## src/rtl/clk_mon_pkg.sv

```systemverilog
// -----------------------------------------------------------------------------
// clk_mon_pkg
// Shared definitions for the divided-clock frequency monitor:
//   - mon_state_t : monitor FSM state encoding
//   - MIN_SYNC_STAGES / MAX_CNT_W : legal parameter limits
//   - tol_lo()    : lower tolerance bound, clamped at zero
//   - params_ok() : elaboration-time sanity check of a parameter set
// -----------------------------------------------------------------------------
package clk_mon_pkg;

   typedef enum logic [1:0] {
      ST_UNARMED = 2'd0,
      ST_MEASURE = 2'd1,
      ST_LOCKED  = 2'd2,
      ST_LOST    = 2'd3
   } mon_state_t;

   localparam int MIN_SYNC_STAGES = 2;
   localparam int MAX_CNT_W       = 31;

   // Lower edge of the tolerance window; never goes below zero.
   function automatic int tol_lo(input int exp_period, input int tol);
      int lo;
      if (exp_period > tol) begin
         lo = exp_period - tol;
      end else begin
         lo = 0;
      end
      return lo;
   endfunction

   // True when the parameter set can be built as intended.
   function automatic bit params_ok(input int cnt_w, input int sync_stages,
                                    input int timeout, input int lock_count,
                                    input int tol);
      bit     ok;
      longint cnt_max;
      ok = 1'b1;
      if ((cnt_w < 1) || (cnt_w > MAX_CNT_W)) begin
         ok      = 1'b0;
         cnt_max = 64'sd0;
      end else begin
         cnt_max = (64'sd1 <<< cnt_w) - 64'sd1;
      end
      if (sync_stages < MIN_SYNC_STAGES) begin
         ok = 1'b0;
      end
      // TIMEOUT has to be reachable strictly below the saturation value
      if ((timeout < 1) || (longint'(timeout) >= cnt_max)) begin
         ok = 1'b0;
      end
      if ((lock_count < 1) || (tol < 0)) begin
         ok = 1'b0;
      end
      return ok;
   endfunction

endpackage : clk_mon_pkg

```

## src/rtl/sync_edge_detect.sv

```systemverilog
// -----------------------------------------------------------------------------
// sync_edge_detect
// Brings an asynchronous level into the i_clk domain through a SYNC_STAGES
// flop chain and flags its transitions against a previous-value register.
//
// Ports:
//   i_clk    in  system clock
//   i_reset  in  synchronous active-high reset (chain and history clear to 0)
//   i_async  in  asynchronous input level
//   o_rise   out high for one cycle after the synchronized level goes 0->1
//   o_fall   out high for one cycle after the synchronized level goes 1->0
//   o_level  out synchronized level
// The outputs are decoded from flops only, so they are glitch-free; the parent
// registers them together with its own status outputs.
// -----------------------------------------------------------------------------
module sync_edge_detect #(
   parameter int SYNC_STAGES = 2
) (
   input  logic i_clk,
   input  logic i_reset,
   input  logic i_async,
   output logic o_rise,
   output logic o_fall,
   output logic o_level
);

   logic [SYNC_STAGES-1:0] r_sync;
   logic                   r_prev;
   logic                   w_sync;

   assign w_sync = r_sync[SYNC_STAGES-1];

   // Synchronizer shift chain plus one-cycle history of the synchronized level
   always_ff @(posedge i_clk) begin
      if (i_reset) begin
         r_sync <= '0;
         r_prev <= 1'b0;
      end else begin
         r_sync <= {r_sync[SYNC_STAGES-2:0], i_async};
         r_prev <= w_sync;
      end
   end

   assign o_rise  = w_sync & ~r_prev;
   assign o_fall  = ~w_sync & r_prev;
   assign o_level = w_sync;

endmodule : sync_edge_detect

```

## src/rtl/clk_freq_monitor.sv

```systemverilog
// -----------------------------------------------------------------------------
// clk_freq_monitor
// Watches the divided clock coming from the upstream divider and turns it into
// clean i_clk-domain rise/fall strobes, a measured period (in i_clk cycles)
// and health status (locked / lost).
//
// Ports:
//   i_clk           in  system clock (single clock domain)
//   i_reset         in  synchronous active-high reset
//   i_mon_clk       in  monitored divided clock, asynchronous
//   o_rise_tick     out one-cycle strobe per detected rising edge
//   o_fall_tick     out one-cycle strobe per detected falling edge
//   o_period        out last published period, held between updates
//   o_period_valid  out one-cycle strobe when o_period updates
//   o_locked        out level, high while locked to EXP_PERIOD +/- TOL
//   o_lost          out level, high after TIMEOUT cycles without a rise
// All outputs are registered; a tick, its period and the status change it
// causes all appear on the same cycle.
// -----------------------------------------------------------------------------
module clk_freq_monitor
   import clk_mon_pkg::*;
#(
   parameter int CNT_W       = 16,
   parameter int SYNC_STAGES = 2,
   parameter int EXP_PERIOD  = 100,
   parameter int TOL         = 2,
   parameter int LOCK_COUNT  = 4,
   parameter int TIMEOUT     = 1000
) (
   input  logic             i_clk,
   input  logic             i_reset,
   input  logic             i_mon_clk,
   output logic             o_rise_tick,
   output logic             o_fall_tick,
   output logic [CNT_W-1:0] o_period,
   output logic             o_period_valid,
   output logic             o_locked,
   output logic             o_lost
);

   if (!params_ok(CNT_W, SYNC_STAGES, TIMEOUT, LOCK_COUNT, TOL)) begin : g_param_check
      $error("clk_freq_monitor: illegal parameter set");
   end

   localparam int                GOOD_W    = $clog2(LOCK_COUNT + 1);
   localparam logic [CNT_W-1:0]  CNT_MAX   = {CNT_W{1'b1}};
   localparam logic [CNT_W-1:0]  CNT_ONE   = CNT_W'(1);
   localparam logic [CNT_W-1:0]  TIMEOUT_C = CNT_W'(TIMEOUT);
   localparam logic [CNT_W:0]    TOL_LO_C  = (CNT_W+1)'(tol_lo(EXP_PERIOD, TOL));
   localparam logic [CNT_W:0]    TOL_HI_C  = (CNT_W+1)'(EXP_PERIOD + TOL);
   localparam logic [GOOD_W-1:0] LOCK_C    = GOOD_W'(LOCK_COUNT);
   localparam logic [GOOD_W-1:0] GOOD_ONE  = GOOD_W'(1);

   // edge detection
   logic w_rise;
   logic w_fall;
   logic w_unused_level;

   // interval counter and period
   logic [CNT_W-1:0] r_cnt;
   logic [CNT_W-1:0] w_cnt_inc;
   logic [CNT_W-1:0] w_cnt_nxt;
   logic [CNT_W:0]   w_period_ext;
   logic             w_in_tol;
   logic             w_timeout;

   // FSM
   mon_state_t        r_state;
   mon_state_t        w_state_nxt;
   logic [GOOD_W-1:0] r_good_cnt;
   logic [GOOD_W-1:0] w_good_inc;
   logic [GOOD_W-1:0] w_good_nxt;
   logic              w_publish;

   // registered outputs
   logic             r_rise_tick;
   logic             r_fall_tick;
   logic [CNT_W-1:0] r_period;
   logic             r_period_valid;
   logic             r_locked;
   logic             r_lost;

   sync_edge_detect #(
      .SYNC_STAGES (SYNC_STAGES)
   ) u_sync_edge (
      .i_clk   (i_clk),
      .i_reset (i_reset),
      .i_async (i_mon_clk),
      .o_rise  (w_rise),
      .o_fall  (w_fall),
      .o_level (w_unused_level)
   );

   // cnt + 1 saturating doubles as the measured period of the interval
   // that a rise in this cycle closes.
   assign w_cnt_inc    = (r_cnt == CNT_MAX) ? CNT_MAX : (r_cnt + CNT_ONE);
   assign w_cnt_nxt    = w_rise ? {CNT_W{1'b0}} : w_cnt_inc;
   assign w_period_ext = {1'b0, w_cnt_inc};
   assign w_in_tol     = (w_period_ext >= TOL_LO_C) && (w_period_ext <= TOL_HI_C);
   // Looking at the next count makes o_lost rise exactly TIMEOUT cycles after
   // the last tick; a simultaneous rise takes priority.
   assign w_timeout    = ~w_rise && (w_cnt_inc == TIMEOUT_C);
   assign w_good_inc   = r_good_cnt + GOOD_ONE;

   // FSM state register
   always_ff @(posedge i_clk) begin
      if (i_reset) begin
         r_state    <= ST_UNARMED;
         r_good_cnt <= {GOOD_W{1'b0}};
      end else begin
         r_state    <= w_state_nxt;
         r_good_cnt <= w_good_nxt;
      end
   end

   // FSM next state, good-period run length and publish decision
   always_comb begin
      w_state_nxt = r_state;
      w_good_nxt  = r_good_cnt;
      w_publish   = 1'b0;
      case (r_state)
         ST_UNARMED: begin
            // first edge only arms; the interval before it is not a period
            if (w_rise) begin
               w_state_nxt = ST_MEASURE;
               w_good_nxt  = {GOOD_W{1'b0}};
            end else if (w_timeout) begin
               w_state_nxt = ST_LOST;
            end else begin
               w_state_nxt = r_state;
            end
         end
         ST_MEASURE: begin
            if (w_rise) begin
               w_publish = 1'b1;
               if (w_in_tol) begin
                  if (w_good_inc == LOCK_C) begin
                     w_state_nxt = ST_LOCKED;
                  end else begin
                     w_state_nxt = ST_MEASURE;
                  end
                  w_good_nxt = w_good_inc;
               end else begin
                  w_good_nxt = {GOOD_W{1'b0}};
               end
            end else if (w_timeout) begin
               w_state_nxt = ST_LOST;
               w_good_nxt  = {GOOD_W{1'b0}};
            end else begin
               w_state_nxt = r_state;
            end
         end
         ST_LOCKED: begin
            if (w_rise) begin
               w_publish = 1'b1;
               if (w_in_tol) begin
                  w_state_nxt = ST_LOCKED;
               end else begin
                  w_state_nxt = ST_MEASURE;
                  w_good_nxt  = {GOOD_W{1'b0}};
               end
            end else if (w_timeout) begin
               w_state_nxt = ST_LOST;
               w_good_nxt  = {GOOD_W{1'b0}};
            end else begin
               w_state_nxt = r_state;
            end
         end
         ST_LOST: begin
            // re-arm edge: the gap it closes is not published
            if (w_rise) begin
               w_state_nxt = ST_MEASURE;
               w_good_nxt  = {GOOD_W{1'b0}};
            end else begin
               w_state_nxt = r_state;
            end
         end
         default: begin
            w_state_nxt = ST_UNARMED;
            w_good_nxt  = {GOOD_W{1'b0}};
         end
      endcase
   end

   // Interval counter and registered outputs; status follows the next state
   // so it changes on the same cycle as the tick that causes it.
   always_ff @(posedge i_clk) begin
      if (i_reset) begin
         r_cnt          <= {CNT_W{1'b0}};
         r_rise_tick    <= 1'b0;
         r_fall_tick    <= 1'b0;
         r_period       <= {CNT_W{1'b0}};
         r_period_valid <= 1'b0;
         r_locked       <= 1'b0;
         r_lost         <= 1'b0;
      end else begin
         r_cnt          <= w_cnt_nxt;
         r_rise_tick    <= w_rise;
         r_fall_tick    <= w_fall;
         r_period_valid <= w_publish;
         if (w_publish) begin
            r_period <= w_cnt_inc;
         end
         r_locked       <= (w_state_nxt == ST_LOCKED);
         r_lost         <= (w_state_nxt == ST_LOST);
      end
   end

   assign o_rise_tick    = r_rise_tick;
   assign o_fall_tick    = r_fall_tick;
   assign o_period       = r_period;
   assign o_period_valid = r_period_valid;
   assign o_locked       = r_locked;
   assign o_lost         = r_lost;

endmodule : clk_freq_monitor
```

## config.mk

```make
export PLATFORM = sky130hd
export DESIGN_NAME = clk_freq_monitor
export DESIGN_NICKNAME = d
export VERILOG_FILES = /design/src/rtl/clk_mon_pkg.sv /design/src/rtl/sync_edge_detect.sv /design/src/rtl/clk_freq_monitor.sv
export SDC_FILE = /design/constraint.sdc
export NUM_CORES = 1
export LEC_CHECK = 0
export CORE_ASPECT_RATIO = 1.4
export CORE_MARGIN = 10
export CORE_UTILIZATION = 50
export DETAILED_ROUTE_END_ITERATION = 6
export PLACE_DENSITY = 0.85
export SYNTH_ARGS = -nofsm -noshare
export SYNTH_HDL_FRONTEND = slang
export SYNTH_SLANG_ARGS = --single-unit
```

## constraint.sdc

```tcl
create_clock -name i_clk -period 2.7 [get_ports i_clk]
set_input_delay 0.54 -clock i_clk [delete_from_list [all_inputs] [get_ports i_clk]]
set_output_delay 0.54 -clock i_clk [all_outputs]
set_load 0.01 [all_outputs]
```

==> results of run 1 <==
## power by group through the flow
stage,logic (uW),registers (uW),clock network (uW)
final,121,679,522
after global routing,131,681,550
after CTS,112,680,521
after detailed placement,108,696,0
after global placement,104,695,0
after floorplan,58.2,699,0
## area by class of cell
cell class	count	area, um2
clock buffer	6	72.6
clock inverter	2	38.8
fill	353	1430
inverter	9	33.8
multi-input combinational	213	1540
sequential	45	921
tap	64	80.1
timing repair buffer	84	688
## logic make-up (layout without fill, tap and decap cells)
group                    Yosys count  count (layout)  synth area share
AO/OA/AOI/OAI                     65              65             0.194
XOR/XNOR                           7               7            0.0250
adder cells (fa/ha/maj)            7               7            0.0357
buffers and inverters             22             101            0.0500
flip-flops                        45              45             0.367
multiplexers                       4               4            0.0163
AND/OR/NAND/NOR                  130             130             0.312
## what timing repair did
action | 4_1_cts | 5_1_grt
setup buffers | 5 | 4
pin swaps | 2 | 5
endpoints found under the setup margin | 6 | 7
gates resized for setup | 7 | 25
## cell usage after synthesis (all sizes together) (2+ instances only)
library cell / n
nand2: 18
and4: 5
o21a: 2
or2b: 2
buf: 5
o31ai: 4
nor3b: 5
or2: 2
xnor2: 3
nor3: 8
nand4: 8
o22ai: 2
nor4: 3
a31oi: 5
nand3: 11
a2111oi: 2
nand2b: 2
o41ai: 2
nor4b: 2
clkbuf: 8
xor2: 4
inv: 9
or4: 3
dfxtp: 45
nor2: 42
and2: 5
o21ai: 8
nand4b: 3
ha: 7
a211oi: 8
a21oi: 19
nor2b: 7
mux2i: 4
## worst paths after layout
kind | from | to | slack, ps | cells after the start
setup reg to reg | r_cnt[0] | o_locked | -80 | 9
hold / removal | u_sync_edge.r_sync[1] | o_fall_tick | 460 | 1
hold reg to reg | u_sync_edge.r_sync[1] | o_fall_tick | 460 | 1
setup / recovery | r_cnt[0] | o_locked | -80 | 9
## stage by stage
stage / utilization / power (uW)
finish: 0.703 / 1320
global route: 0.703 / 1360
CTS: 0.679 / 1310
detailed placement: 0.641 / 804
global placement: 0.641 / 799
floorplan: - / 758
## flip-flops by register name, indices dropped and copies added (netlist names), 2 cells and up
register and count:
o_period 16, r_cnt 16, r_good_cnt 3, r_state 2
u_sync_edge.r_sync 2
## per-layer routing
| metal | wire length, um | vias to the layer above | global-route usage | share of wire |
|---|---|---|---|---|
| li1 | - | 1177 | - | - |
| met1 | 2760 | 1207 | 0.175 | 0.37 |
| met2 | 3960 | 125 | 0.330 | 0.53 |
| met3 | 403 | 37 | 0.0314 | 0.054 |
| met4 | 318 | 0 | 0.105 | 0.043 |
| met5 | 0 | - | 0 | 0 |
==> results.sh, run 1 <==
export IMPL_place_ws_ps=-118
export IMPL_dp_hpwl_mm=5.02
export IMPL_cts_root_buf="clkbuf_8"
export IMPL_max_cap_violations=0
export IMPL_drt_iter0_markers=287
export IMPL_antenna_found_initial=0
export IMPL_seqPwrFrac=0.514
export IMPL_diodes=0
export IMPL_die_x_um=79.2
export IMPL_fin_skew_ps=9.41
export IMPL_power_density_mw_per_mm2=391
export IMPL_p_sw_uw=317
export IMPL_path_clk_slew_ps=80
export IMPL_dp_cells=406
export IMPL_port_buffer_count=23
export IMPL_max_slew_margin_rel=0.567
export IMPL_peakVddDrop_mv=0.360
export IMPL_final_period_utilization=1.03
export IMPL_fmax_mhz=360
export IMPL_final_min_clock_period_ps=2780
export IMPL_synth_top_area_share=0.367
export IMPL_drive_gt1_frac=0.318
export IMPL_ctsHoldBuffers=0
export IMPL_slowest_stage="or4_4"
export IMPL_gp_congestion=0.922
export IMPL_drcViolationCount=0
export IMPL_layout_common_cells="61 x buf_4, 42 x nor2_1, 33 x dfxtp_1"
export IMPL_outcome="complete, but fails checks"
export IMPL_critPathBufInv=0
export IMPL_intPower_uw=1000
export IMPL_clock_sinks=45
export IMPL_finalSetupViolCount=2
export IMPL_final_setup_tns_ps=-148
export IMPL_startpoint_type="register"
export IMPL_synth_ff_type="dfxtp_1"
export IMPL_layout_nets=368
export IMPL_hold_viol=0
export IMPL_start_util=0.511
export IMPL_grt_usage=0.176
export IMPL_arrival_ps=2970
export IMPL_violations="negative setup slack"
export IMPL_totalWireLength_mm=7.44
export IMPL_dieArea_mm2=0.00815
export IMPL_fp_dieH_um=103
export IMPL_timing_final_ws_setup_ps=-79.4
export IMPL_antenna_left=0
export IMPL_tritoncts="built"
export IMPL_htree_levels=2
export IMPL_syn2layout_area_growth_pct=37.7
export IMPL_worst_slew_pin_slew_ps=650
export IMPL_synth_top_area_cell="dfxtp_1"
export IMPL_routed_via_density=6.02
export IMPL_place_area_mm2=0.00308
export IMPL_p_leak_uw=0.00135
export IMPL_p_comb_frac=0.091
export IMPL_vias=2546
export IMPL_wl_per_cell_um=17.6
export IMPL_synth_cells=280
export IMPL_syn_area_mm2=0.00245
export IMPL_ys_warn_count=0
export IMPL_fp_row_count=30
export IMPL_ys_ff_latch=45
export IMPL_holdWs_ps=458
export IMPL_design_area_mm2=0.00338
export IMPL_path_max_fanout=7
export IMPL_setup_worst_path_class="reg -> reg"
export IMPL_cp_slowest_stage_delay_ps=520
export IMPL_grt_pass1_wl_mm=11.6
export IMPL_synth_nets=290
export IMPL_critPathTopFamily="compound AO/OA/AOI/OAI gates"
export IMPL_insertion_delay_ps=300
export IMPL_synth_cell_types=64
export IMPL_grt_overflow_total=0
export IMPL_first_pass_iters=5
export IMPL_cts_max_path_buffers=2
export IMPL_synth_edf_count=0
export IMPL_avgSynthCellArea_um2=8.76
export IMPL_grt_pass1_vias=2540
export IMPL_rsz0062_at_grt="yes"
export IMPL_drv_slew=0
export IMPL_synthTopCellsByArea="dfxtp_1 37%, nor2_1 6.4%, a21oi_1 3.9%, ha_1 3.6%, nand2_1 2.8%"
export IMPL_grt_max_degree=24
export IMPL_cts_buffers=5
export IMPL_clockPowerShare=0.395
export IMPL_yosysSeqAreaShare=0.367
export IMPL_hold_path_class="reg -> reg"
export IMPL_mostFrequentLayoutCell="buf_4"
export IMPL_path_cells="ha_4, nand3_4, xnor2_1, a31o_2, or4_4, a2111oi_4, a2111oi_2, o32ai_2, and3b_1"
export IMPL_core_region_area_mm2=0.00480
export IMPL_ys_async_sr_fraction=0
export IMPL_finalNonFillerCells=423
export IMPL_switching_share=0.240
export IMPL_crit_required_ps=2900
export IMPL_end_kind="register"
export IMPL_ioPinCount=24
No activity file was read; power rests on OpenSTA's default activity.
==> run 2, diff against run 1 <==
- SETUP_SLACK_MARGIN: default -> 0.2
==> run 2 against run 1 <==
The flow still finishes with violations (negative setup slack). Largest cell class unchanged. Sequential power is essentially flat. Sequential cell count is the same. Largest power group unchanged. Cell count is the same. Global-route usage grew 0.61 points.
==> results.sh, run 2 (synthesis results as in run 1) <==
export IMPL_grtUsageMet2=0.321
export IMPL_p_leak_uw=0.00135
export IMPL_layout_common_cells="57 x buf_4, 41 x nor2_1, 32 x dfxtp_1"
export IMPL_layout_nets=368
export IMPL_tritoncts="built"
export IMPL_hold_start="u_sync_edge.r_sync[0]"
export IMPL_r2r_setup_slack_ps=-30
export IMPL_finalSetupViolCount=2
export IMPL_grt_pass1_vias=2553
export IMPL_switching_share=0.247
export IMPL_fin_skew_ps=15.3
export IMPL_fp_dieH_um=103
export IMPL_hold_path_depth=1
export IMPL_design_area_mm2=0.00344
export IMPL_core_region_area_mm2=0.00480
export IMPL_startpoint="r_cnt[0]"
export IMPL_final_period_utilization=1.01
export IMPL_insertion_delay_ps=310
export IMPL_grt_usage=0.182
export IMPL_hold_path_class="reg -> reg"
export IMPL_routed_via_density=6.12
export IMPL_clockPowerShare=0.376
export IMPL_ioPinCount=24
export IMPL_path_max_fanout=4
export IMPL_power_density_mw_per_mm2=372
export IMPL_drv_slew=0
export IMPL_max_slew_margin_rel=0.581
export IMPL_post_route_util=0.716
export IMPL_cts_max_path_buffers=2
export IMPL_grt_use_met3=0.0375
export IMPL_start_util=0.511
export IMPL_fp_row_count=30
export IMPL_htree_levels=2
export IMPL_ctsHoldBuffers=0
export IMPL_finalPower_uw=1280
export IMPL_intPower_uw=964
export IMPL_startpoint_type="register"
export IMPL_port_buffer_count=23
export IMPL_p_sw_uw=317
export IMPL_drcViolationCount=0
export IMPL_max_cap_violations=0
export IMPL_use_met1=0.196
export IMPL_fmax_mhz=367
export IMPL_grt_overflow_total=0
export IMPL_path_clk_slew_ps=90
export IMPL_outcome="complete, but fails checks"
export IMPL_cts_buffers=5
export IMPL_grt_busiest_layer="met2"
export IMPL_hold_viol=0
export IMPL_vias=2588
export IMPL_register_area_um2=927
export IMPL_ff2ff_path_depth=12
export IMPL_grt_max_degree=24
export IMPL_syn2layout_area_growth_pct=40.2
export IMPL_min_to="u_sync_edge.r_sync[1]"
export IMPL_timing_rr_end="o_locked"
export IMPL_gp_congestion=0.922
export IMPL_worst_slew_pin_slew_ps=629
export IMPL_cts_root_buf="clkbuf_8"
export IMPL_violations="negative setup slack"
export IMPL_seqPwrFrac=0.531
export IMPL_wl_per_cell_um=17.8
export IMPL_dieArea_mm2=0.00815
export IMPL_antenna_left=0
export IMPL_crit_required_ps=2950
export IMPL_diodes=0
export IMPL_first_pass_iters=7
export IMPL_grt_pass1_wl_mm=12.2
export IMPL_antenna_found_initial=0
export IMPL_arrival_ps=2970
export IMPL_rsz0062_at_grt="yes"
export IMPL_totalWireLength_mm=7.51
export IMPL_drive_gt1_frac=0.348
export IMPL_setup_worst_path_class="reg -> reg"
export IMPL_peakVddDrop_mv=0.430
export IMPL_fill_cells=337
export IMPL_die_x_um=79.2
export IMPL_clock_sinks=45
export IMPL_end_kind="register"
export IMPL_dp_hpwl_mm=4.81
export IMPL_multi_input_area_mm2=0.00160
export IMPL_final_min_clock_period_ps=2730
export IMPL_mostFrequentLayoutCell="buf_4"
export IMPL_r2r_start="r_cnt[0]"
export IMPL_place_area_mm2=0.00305
export IMPL_p_comb_frac=0.093
export IMPL_timing_final_ws_setup_ps=-25.7
export IMPL_drt_iter0_markers=268
run 2: cell type report:
type	count	area share
clock buffers	7	0.0284
repair buffers	83	0.201
inverters	9	0.00982
clock inverters	1	0.00255
flip-flops and latches	45	0.269
well taps	64	0.0233
multi-input cells	214	0.465
run 2: worst max-delay path by stage:
stage | endpoint | slack [ps] | cells past startpoint
floorplan | o_locked | 100 | 9
global placement | o_locked | -50 | 8
detailed placement | o_locked | -130 | 9
CTS | o_locked | 1 | 9
global route | o_locked | -180 | 10
finish | o_locked | -30 | 12
run 2: repair_timing:
action / in CTS / in global routing
setup endpoints to repair: 7 / 7
setup buffers: 8 / 5
cloned: 1 / 0
hold endpoints to repair: 0 / 0
gates resized for setup: 21 / 25
pin swaps: 7 / 10
run 2: per-layer routing:
layer	vias to the layer above	share of wire
li1	1176	-
met1	1247	0.39
met2	116	0.52
met3	49	0.039
met4	0	0.051
met5	-	0
run 2: power by group through the flow:
stage	Sequential [uW]	Clock (uW)	Combinational [uW]
6_report	680	482	119
3_5_place_dp	697	0	100
3_3_place_gp	697	0	97.2
4_1_cts	681	483	110
5_1_grt	682	509	127
2_1_floorplan	699	0	58.2
run 2: stage by stage:
stage               cells  TNS (ps)  hold WS [ps]  setup slack (ps)
floorplan             280         0           414              95.5
global placement      401     -45.6           424             -45.6
detailed placement    401      -371           437              -130
CTS                   418         0           460              1.31
global route          423      -599           464              -179
finish                423     -30.9           453             -25.7
run 2: critical path: stages, from the launching register on:
cell      delay, ps
dfxtp_4         360
ha_4            180
buf_6           130
nand2b_1        140
o21ai_1         100
a31oi_2         130
buf_4           150
a2111o_1        450
a211oi_4        310
buf_4           170
a21boi_2         60
o31ai_4         300
and3b_1         180
